## src/rtl/int_bus_pkg.sv

```systemverilog
// Types and defaults shared by the bus interrupt controller and the CPU-side
// acknowledge sequencer.
package int_bus_pkg;

  localparam int VEC_W = 3;
  localparam int BUS_W = 16;

  localparam logic [BUS_W-1:0] DEF_VEC_BASE   = 16'h0038;
  localparam logic [BUS_W-1:0] DEF_NMI_ADDR   = 16'h0066;
  localparam int               DEF_VEC_STRIDE = 8;
  localparam int               DEF_ACK_CYCLES = 2;

  typedef enum logic [1:0] {
    IDLE    = 2'd0,
    ACK     = 2'd1,
    DELIVER = 2'd2
  } int_state_e;

  // Stride is a power of two, so the multiply reduces to a shift.
  function automatic logic [BUS_W-1:0] vec_addr(input logic [BUS_W-1:0] base,
                                                input logic [VEC_W-1:0] vec,
                                                input int stride);
    return base + (BUS_W'(vec) * BUS_W'(stride));
  endfunction

endpackage

```

## src/rtl/int_edge_detect.sv

```systemverilog
// Falling-edge detector with a sticky pending flag. o_fire also covers an edge
// seen this cycle, so a consumer can act on it without waiting a cycle.
module int_edge_detect (
  input  logic clk,
  input  logic rst_n,
  input  logic i_sig_n,
  input  logic i_clr,
  output logic o_fire
);

  logic r_sig_q;
  logic r_pend;
  logic w_fall;

  assign w_fall = r_sig_q & ~i_sig_n;
  assign o_fire = r_pend | w_fall;

  // A consumed edge clears the flag; further edges before that merge.
  always_ff @(posedge clk) begin
    if (!rst_n) begin
      r_sig_q <= 1'b1;
      r_pend  <= 1'b0;
    end else begin
      r_sig_q <= i_sig_n;
      r_pend  <= (r_pend | w_fall) & ~i_clr;
    end
  end

endmodule

```

## src/rtl/int_ack_sequencer.sv

```systemverilog
// CPU-side interrupt acknowledge sequencer: runs the int_ack_n window, captures
// the vector and presents a handler address to the core.
//   state   | meaning
//   IDLE    | waiting for NMI or enabled maskable request at an instruction boundary
//   ACK     | int_ack_n held low, vector captured on the final edge
//   DELIVER | irq_valid high, outputs held until irq_taken
module int_ack_sequencer
  import int_bus_pkg::*;
#(
  parameter int               ACK_CYCLES = DEF_ACK_CYCLES,
  parameter logic [BUS_W-1:0] VEC_BASE   = DEF_VEC_BASE,
  parameter int               VEC_STRIDE = DEF_VEC_STRIDE,
  parameter logic [BUS_W-1:0] NMI_ADDR   = DEF_NMI_ADDR
) (
  input  logic             clk,
  input  logic             rst_n,
  input  logic             int_n,
  input  logic             nmi_n,
  input  logic [BUS_W-1:0] data_bus,
  output logic             int_ack_n,
  input  logic             ie,
  input  logic             core_ready,
  output logic             irq_valid,
  input  logic             irq_taken,
  output logic             is_nmi,
  output logic [VEC_W-1:0] irq_vector,
  output logic [BUS_W-1:0] handler_addr,
  output logic [15:0]      taken_count
);

  localparam logic [1:0] ST_IDLE    = IDLE;
  localparam logic [1:0] ST_ACK     = ACK;
  localparam logic [1:0] ST_DELIVER = DELIVER;
  localparam logic [3:0] ACK_LOAD   = 4'(ACK_CYCLES - 1);

  logic [1:0]       r_state;
  logic [3:0]       r_ack_cnt;
  logic             r_int_ack_n;
  logic             r_irq_valid;
  logic             r_is_nmi;
  logic [VEC_W-1:0] r_irq_vector;
  logic [BUS_W-1:0] r_handler_addr;
  logic [15:0]      r_taken_count;

  logic w_nmi_fire;
  logic w_nmi_clr;
  logic w_unused_bus;

  assign w_unused_bus = ^data_bus[BUS_W-1:VEC_W];
  assign w_nmi_clr    = (r_state == ST_IDLE) & w_nmi_fire & core_ready;

  int_edge_detect u_nmi_edge (
    .clk     (clk),
    .rst_n   (rst_n),
    .i_sig_n (nmi_n),
    .i_clr   (w_nmi_clr),
    .o_fire  (w_nmi_fire)
  );

  always_ff @(posedge clk) begin
    if (!rst_n) begin
      r_state        <= ST_IDLE;
      r_ack_cnt      <= 4'd0;
      r_int_ack_n    <= 1'b1;
      r_irq_valid    <= 1'b0;
      r_is_nmi       <= 1'b0;
      r_irq_vector   <= '0;
      r_handler_addr <= '0;
      r_taken_count  <= 16'd0;
    end else begin
      case (r_state)
        ST_IDLE: begin
          if (w_nmi_fire && core_ready) begin
            r_state        <= ST_DELIVER;
            r_irq_valid    <= 1'b1;
            r_is_nmi       <= 1'b1;
            r_irq_vector   <= '0;
            r_handler_addr <= NMI_ADDR;
          end else if (!int_n && ie && core_ready) begin
            r_state     <= ST_ACK;
            r_int_ack_n <= 1'b0;
            r_ack_cnt   <= ACK_LOAD;
          end
        end
        // Terminal count at zero keeps int_ack_n low for exactly ACK_CYCLES.
        ST_ACK: begin
          if (r_ack_cnt == 4'd0) begin
            r_state        <= ST_DELIVER;
            r_int_ack_n    <= 1'b1;
            r_irq_valid    <= 1'b1;
            r_is_nmi       <= 1'b0;
            r_irq_vector   <= data_bus[VEC_W-1:0];
            r_handler_addr <= vec_addr(VEC_BASE, data_bus[VEC_W-1:0], VEC_STRIDE);
          end else begin
            r_ack_cnt <= r_ack_cnt - 4'd1;
          end
        end
        ST_DELIVER: begin
          if (irq_taken) begin
            r_state       <= ST_IDLE;
            r_irq_valid   <= 1'b0;
            r_taken_count <= r_taken_count + 16'd1;
          end
        end
        default: r_state <= ST_IDLE;
      endcase
    end
  end

  assign int_ack_n    = r_int_ack_n;
  assign irq_valid    = r_irq_valid;
  assign is_nmi       = r_is_nmi;
  assign irq_vector   = r_irq_vector;
  assign handler_addr = r_handler_addr;
  assign taken_count  = r_taken_count;

endmodule

```

## config.mk

```make
export PLATFORM = sky130hd
export DESIGN_NAME = int_ack_sequencer
export DESIGN_NICKNAME = d
export VERILOG_FILES = /design/src/rtl/int_bus_pkg.sv /design/src/rtl/int_edge_detect.sv /design/src/rtl/int_ack_sequencer.sv
export SDC_FILE = /design/constraint.sdc
export NUM_CORES = 1
export LEC_CHECK = 0
export BUFFER_PORTS_ARGS = -buffer_cell sky130_fd_sc_hd__buf_2
export CAP_MARGIN = 25
export CORE_MARGIN = 8
export CORE_UTILIZATION = 44
export DETAILED_ROUTE_END_ITERATION = 7
export GPL_TIMING_DRIVEN = 0
export PLACE_DENSITY = 0.74
export SYNTH_ARGS = -nofsm -noshare
export SYNTH_HDL_FRONTEND = slang
export SYNTH_SLANG_ARGS = --single-unit
```

## constraint.sdc

```tcl
create_clock -name clk -period 1.8 [get_ports clk]
set_clock_uncertainty 0.2 [all_clocks]
set_input_delay 0.18 -clock clk [delete_from_list [all_inputs] [get_ports clk]]
set_output_delay 0.18 -clock clk [all_outputs]
set_load 0.01 [all_outputs]
```

==> results of run 1 <==
[synth_stat cells, drive strengths merged]
cell    count
dfxtp      34
nand2      18
nor2       17
buf        14
a21oi      12
nand3      10
inv         9
o21ai       9
xnor2       8
nand2b      7
nor3        6
ha          4
nor4        4
clkbuf      3
nand4       3
xor2        3
and3        2
mux2i       2
nand4b      2
nor2b       2
o21a        2
o221a       2
or3         2
or4         2
a311oi      1
a31oi       1
a32o        1
and2        1
and3b       1
and4b       1
conb        1
nand3b      1
o211a       1
o211ai      1
o21bai      1
o31a        1
or3b        1
[logic make-up after synthesis]
kind of cell / count (synthesis) / synth area share (%)
AOI/OAI and AO/OA: 32 / 12.1
xor gates and xnor gates: 11 / 5.81
adders and majority gates: 4 / 3.02
other: 1 / 0.226
DFF: 34 / 41.0
muxes: 2 / 1.21
and+or+nand+nor: 80 / 27.8
buffers and inverters: 26 / 8.75
[stage by stage]
step / instance area (um2) / TNS [ns] / hold WS [ns] / setup WS (ns) / std cells
global route: 2210 / -0.139 / 0.103 / -0.0569 / 299
global placement: 1940 / -0.154 / 0.185 / -0.0815 / 284
CTS: 2140 / 0 / 0.0439 / 0.00913 / 298
detailed placement: 1940 / -0.173 / 0.196 / -0.0986 / 284
floorplan: 1700 / 0 / 0.0530 / 0.00661 / 199
finish: 2210 / 0 / 0.0521 / 0.0132 / 299
[sequential cells by signal, indices dropped and copies added, names as in the netlist]
signal	count
taken_count	16
handler_addr	5
r_ack_cnt	4
irq_vector	3
r_state	2
int_ack_n	1
irq_valid	1
u_nmi_edge.r_pend	1
u_nmi_edge.r_sig_q	1
[worst max-delay path, cell delays in order, from the launching register on]
cell and delay, ns:
dfxtp_2 0.33, inv_2 0.07, ha_1 0.14, nand2b_1 0.08, or3_1 0.32, or4_1 0.41
o211a_1 0.14
[layout make-up]
cell class,count,area share [%]
buffer,17,5.05
multi-input combinational,139,42.3
clock buffer,6,3.74
inverter,9,1.53
sequential,34,31.5
tap,48,2.72
timing repair buffer,45,11.8
clock inverter,1,1.36
[what timing repair did]
item,CTS,global route
hold buffers,6,0
setup buffers,1,1
hold endpoints to repair,6,0
pin swaps,1,4
resized for setup,7,14
setup endpoints to repair,4,15
[routing by layer]
layer	routed length, um	up-vias
li1	-	761
met1	1700	674
met2	1800	37
met3	247	8
met4	94	0
met5	0	-
[final timing paths]
| kind | startpoint | end | slack [ns] | cells past startpoint |
|---|---|---|---|---|
| max | r_ack_cnt[0] | handler_addr[6] | 0.01 | 6 |
| min | irq_taken | r_state[0] | 0.05 | 4 |
| max reg2reg | r_ack_cnt[0] | handler_addr[6] | 0.01 | 6 |
| min reg2reg | handler_addr[4] | handler_addr[4] | 0.27 | 2 |
[power by group through the flow]
stage	logic (mW)	registers, mW	clock network, mW
2_1_floorplan	0.119	0.818	0
3_3_place_gp	0.178	0.813	0
3_5_place_dp	0.180	0.814	0
4_1_cts	0.196	0.798	0.714
5_1_grt	0.224	0.802	0.757
6_report	0.201	0.799	0.698
==> impl_metrics.json, run 1 <==
{
  "p_int_mw": 1.31,
  "p_switching_uw": 386,
  "start_kind": "flip-flop",
  "status": "finished clean",
  "cts_root_buf": "clkbuf_8",
  "grt_use_total_pct": 13.2,
  "syn_area_per_cell_um2": 8.73,
  "grt_pass1_wl_um": 6620,
  "grt_busiest_layer": "met2",
  "ys_ff_latch": 34,
  "viasPerCell": 4.95,
  "hold_class": "input pin to flip-flop",
  "wl_per_cell_um": 12.8,
  "yosys-top-cells-area": "dfxtp_1 41%, buf_4 5.4%, xnor2_1 4.2%",
  "peakVddDrop_uv": 637,
  "period_share_pct": 99.3,
  "num_rows": 22,
  "yosysTopAreaCellShare_pct": 41.0,
  "fp.dieW_um": 77.4,
  "grt_max_degree": 11,
  "slew_violations": 0,
  "core_um2": 3630,
  "seq_power_share_pct": 47.1,
  "regArea_um2": 696,
  "setup_viol": 0,
  "fin_total_pwr_mw": 1.70,
  "clkSinkCount": 34,
  "yosysUniqueCellTypes": 41,
  "io_buffers": 37,
  "pwr-share-clk_pct": 41.1,
  "io_pins": 61,
  "area_growth_pct": 33.0,
  "nets": 278,
  "cts_tree": "done",
  "wirelength_um": 3830,
  "drive_above_1_share_pct": 33.1,
  "met2_usage_pct": 21.3,
  "path_clk_slew_ns": 0.07,
  "ys_seq_area_share_pct": 41.0,
  "cts_buffers": 5,
  "crit_type": "flip-flop to flip-flop",
  "met3_usage_pct": 5.65,
  "drt.antenna.violating_nets": 0,
  "grt_pass1_vias": 1484,
  "num_vias": 1480,
  "place.gp.congestion": 0.766,
  "nFillCells": 324,
  "dieArea_um2": 5990,
  "yosys.area.top_type": "dfxtp_1",
  "p_leak_nw": 0.993,
  "mappedNetlistArea_um2": 1660,
  "multi_input_area_um2": 932,
  "crit_path_max_fanout": 4,
  "post-route-util_pct": 60.7,
  "cp.arrival_ns": 1.76,
  "drc": 0,
  "crit_path_end_kind": "flip-flop",
  "final_cell_mix": "39 x buf_2, 26 x dfxtp_1, 18 x nand2_1",
  "antenna_cells": 0,
  "ys_warn_count": 0,
  "gr-total-overflow": 0,
  "synthCells": 190,
  "start_util_pct": 45.7,
  "ctsLongestPathBuffers": 2,
  "fp.dieH_um": 77.4,
  "first_iter_violations": 65,
  "final_common_cell": "buf_2",
  "min_period_ns": 1.79,
  "sw_frac_of_total_pct": 22.7,
  "timing.fmax_mhz": 560,
  "antenna_found_initial": 0,
  "insertion_delay_ns": 0.28,
  "hpwl_um": 2770,
  "use_met1_pct": 14.8,
  "drv_cap": 0,
  "drt_pass1_iterations": 4,
  "pwr_density_cell_nw_per_um2": 770,
  "pwr-share-comb_pct": 11.8,
  "rsz0062_at_grt": "yes",
  "htree_num_levels": 2,
  "hold_viol_final": 0,
  "required_ns": 1.78
}
Power figures use the tool's default switching activity.
==> run 2, diff against run 1 <==
Settings changed: CORE_UTILIZATION 44 to 49, PLACE_DENSITY 0.74 to 0.78.
Clock period 1.8 ns to 1.97 ns, I/O delays scaled along.
==> impl_metrics.json, run 2 (same netlist as run 1, synthesis figures left out) <==
{
  "drive_above_1_share_pct": 26.6,
  "cts_buffers": 5,
  "cts_root_buf": "clkbuf_4",
  "final_common_cell": "buf_2",
  "peakVddDrop_uv": 424,
  "path_delay_family": "simple AND/OR/NAND/NOR gates",
  "path_clk_slew_ns": 0.10,
  "r2r_cells": 6,
  "core_um2": 3280,
  "gr-total-overflow": 0,
  "place.gp.congestion": 0.775,
  "cp.arrival_ns": 1.90,
  "hpwl_um": 2780,
  "fin_hold_ws_ns": 0.0264,
  "slew_headroom_pct": 66.8,
  "num_vias": 1460,
  "min_period_ns": 1.86,
  "tns_ns": 0,
  "crit_type": "flip-flop to flip-flop",
  "grt_pass1_wl_um": 6090,
  "dieArea_um2": 5500,
  "max_stage_delay_ns": 0.43,
  "crit_cells": 6,
  "antenna_found_initial": 0,
  "io_pins": 61,
  "rsz0062_at_grt": "no",
  "first_iter_violations": 119,
  "antenna_cells": 0,
  "grt_pass1_vias": 1369,
  "fp.dieW_um": 74.2,
  "slowest_stage": "or4_1",
  "worstMarginPinSlew_ns": 0.494,
  "wirelength_um": 3720,
  "start_kind": "flip-flop",
  "timing.fmax_mhz": 537,
  "min_path_cells": 4,
  "crit_path_max_fanout": 5,
  "setup_viol": 0,
  "pwr_density_cell_nw_per_um2": 624,
  "required_ns": 2.01,
  "largest_reg_flops": 16,
  "grt_use_total_pct": 14.4,
  "area_growth_pct": 23.9,
  "hold_viol_final": 0,
  "insertion_delay_ns": 0.34,
  "hold_class": "input pin to flip-flop",
  "crit_path_end_kind": "flip-flop",
  "drt_pass1_iterations": 4,
  "drt.antenna.violating_nets": 0,
  "final_cell_mix": "39 x buf_2, 34 x dfxtp_1, 18 x nand2_1",
  "status": "finished clean",
  "drv_cap": 0,
  "htree_num_levels": 2,
  "grt_max_degree": 11,
  "period_share_pct": 94.6,
  "fp.dieH_um": 74.2,
  "ctsLongestPathBuffers": 2,
  "wl_per_cell_um": 12.6,
  "path_cells": "inv_2, ha_1, nand2b_1, or3_1, or4_1, o211a_1",
  "cp.buffers_inverters": 1,
  "p_leak_nw": 0.923,
  "drc": 0,
  "clkSinkCount": 34,
  "cts_tree": "done",
  "io_buffers": 37,
  "slew_violations": 0,
  "num_rows": 21,
  "nets": 276,
  "start_util_pct": 50.5,
  "viasPerCell": 4.97
}
==> run 2: changes by cell type in the layout (fill, tap and decap cells not counted), sizes merged <==
cell	change
buf	-2
bufinv	-1
==> run 2: per-stage QoR <==
step | cells | util [%] | total power [mW] | setup slack (ns) | instance area [um2]
after global placement | 282 | 58.9 | 0.904 | 0.0500 | 1940
final | 294 | 62.6 | 1.28 | 0.106 | 2060
after global routing | 294 | 62.6 | 1.34 | 0.0187 | 2060
after detailed placement | 282 | 58.9 | 0.909 | 0.0404 | 1940
after floorplan | 199 | - | 0.856 | 0.128 | 1690
after CTS | 294 | 62.3 | 1.29 | 0.0321 | 2050
==> run 2: path summary, 6_finish.rpt <==
| path | from | end | slack (ns) |
|---|---|---|---|
| setup / recovery | r_ack_cnt[0] | handler_addr[6] | 0.11 |
| hold / removal | irq_taken | r_state[0] | 0.03 |
| setup reg to reg | r_ack_cnt[0] | handler_addr[6] | 0.11 |
| hold reg to reg | irq_vector[1] | irq_vector[1] | 0.27 |
==> run 2: area by class of cell <==
type,count,area [um2]
fillers,293,1230
multi-input cells,139,876
flip-flops and latches,34,681
repair buffers,43,245
plain buffers,17,111
well taps,46,57.6
clock buffers,6,51.3
inverters,9,33.8
==> run 2: where the power goes <==
part	internal [mW]	total [mW]	switching (mW)
registers	0.708	0.727	0.0188
clock network	0.161	0.378	0.218
logic	0.0814	0.177	0.0953
total	0.950	1.28	0.332
==> run 2: what timing repair did <==
action	CTS	global route
setup endpoints to repair	0	4
gates resized for setup	0	3
buffers inserted	0	0
hold buffers	6	0
hold endpoints to repair	7	0
==> run 2: routing by layer <==
metal / track usage [%] / part of all wire, % / wire [um]
met1: 16.7 / 43 / 1620
met2: 23.2 / 47 / 1740
met3: 5.12 / 7.8 / 288
met4: 6.65 / 1.9 / 72
met5: 0 / 0 / 0
==> run 2: tightest hold or removal path, stage by stage <==
cell	delay, ns
buf_2	0.10
nor2_1	0.04
nand2_1	0.09
a311oi_1	0.09
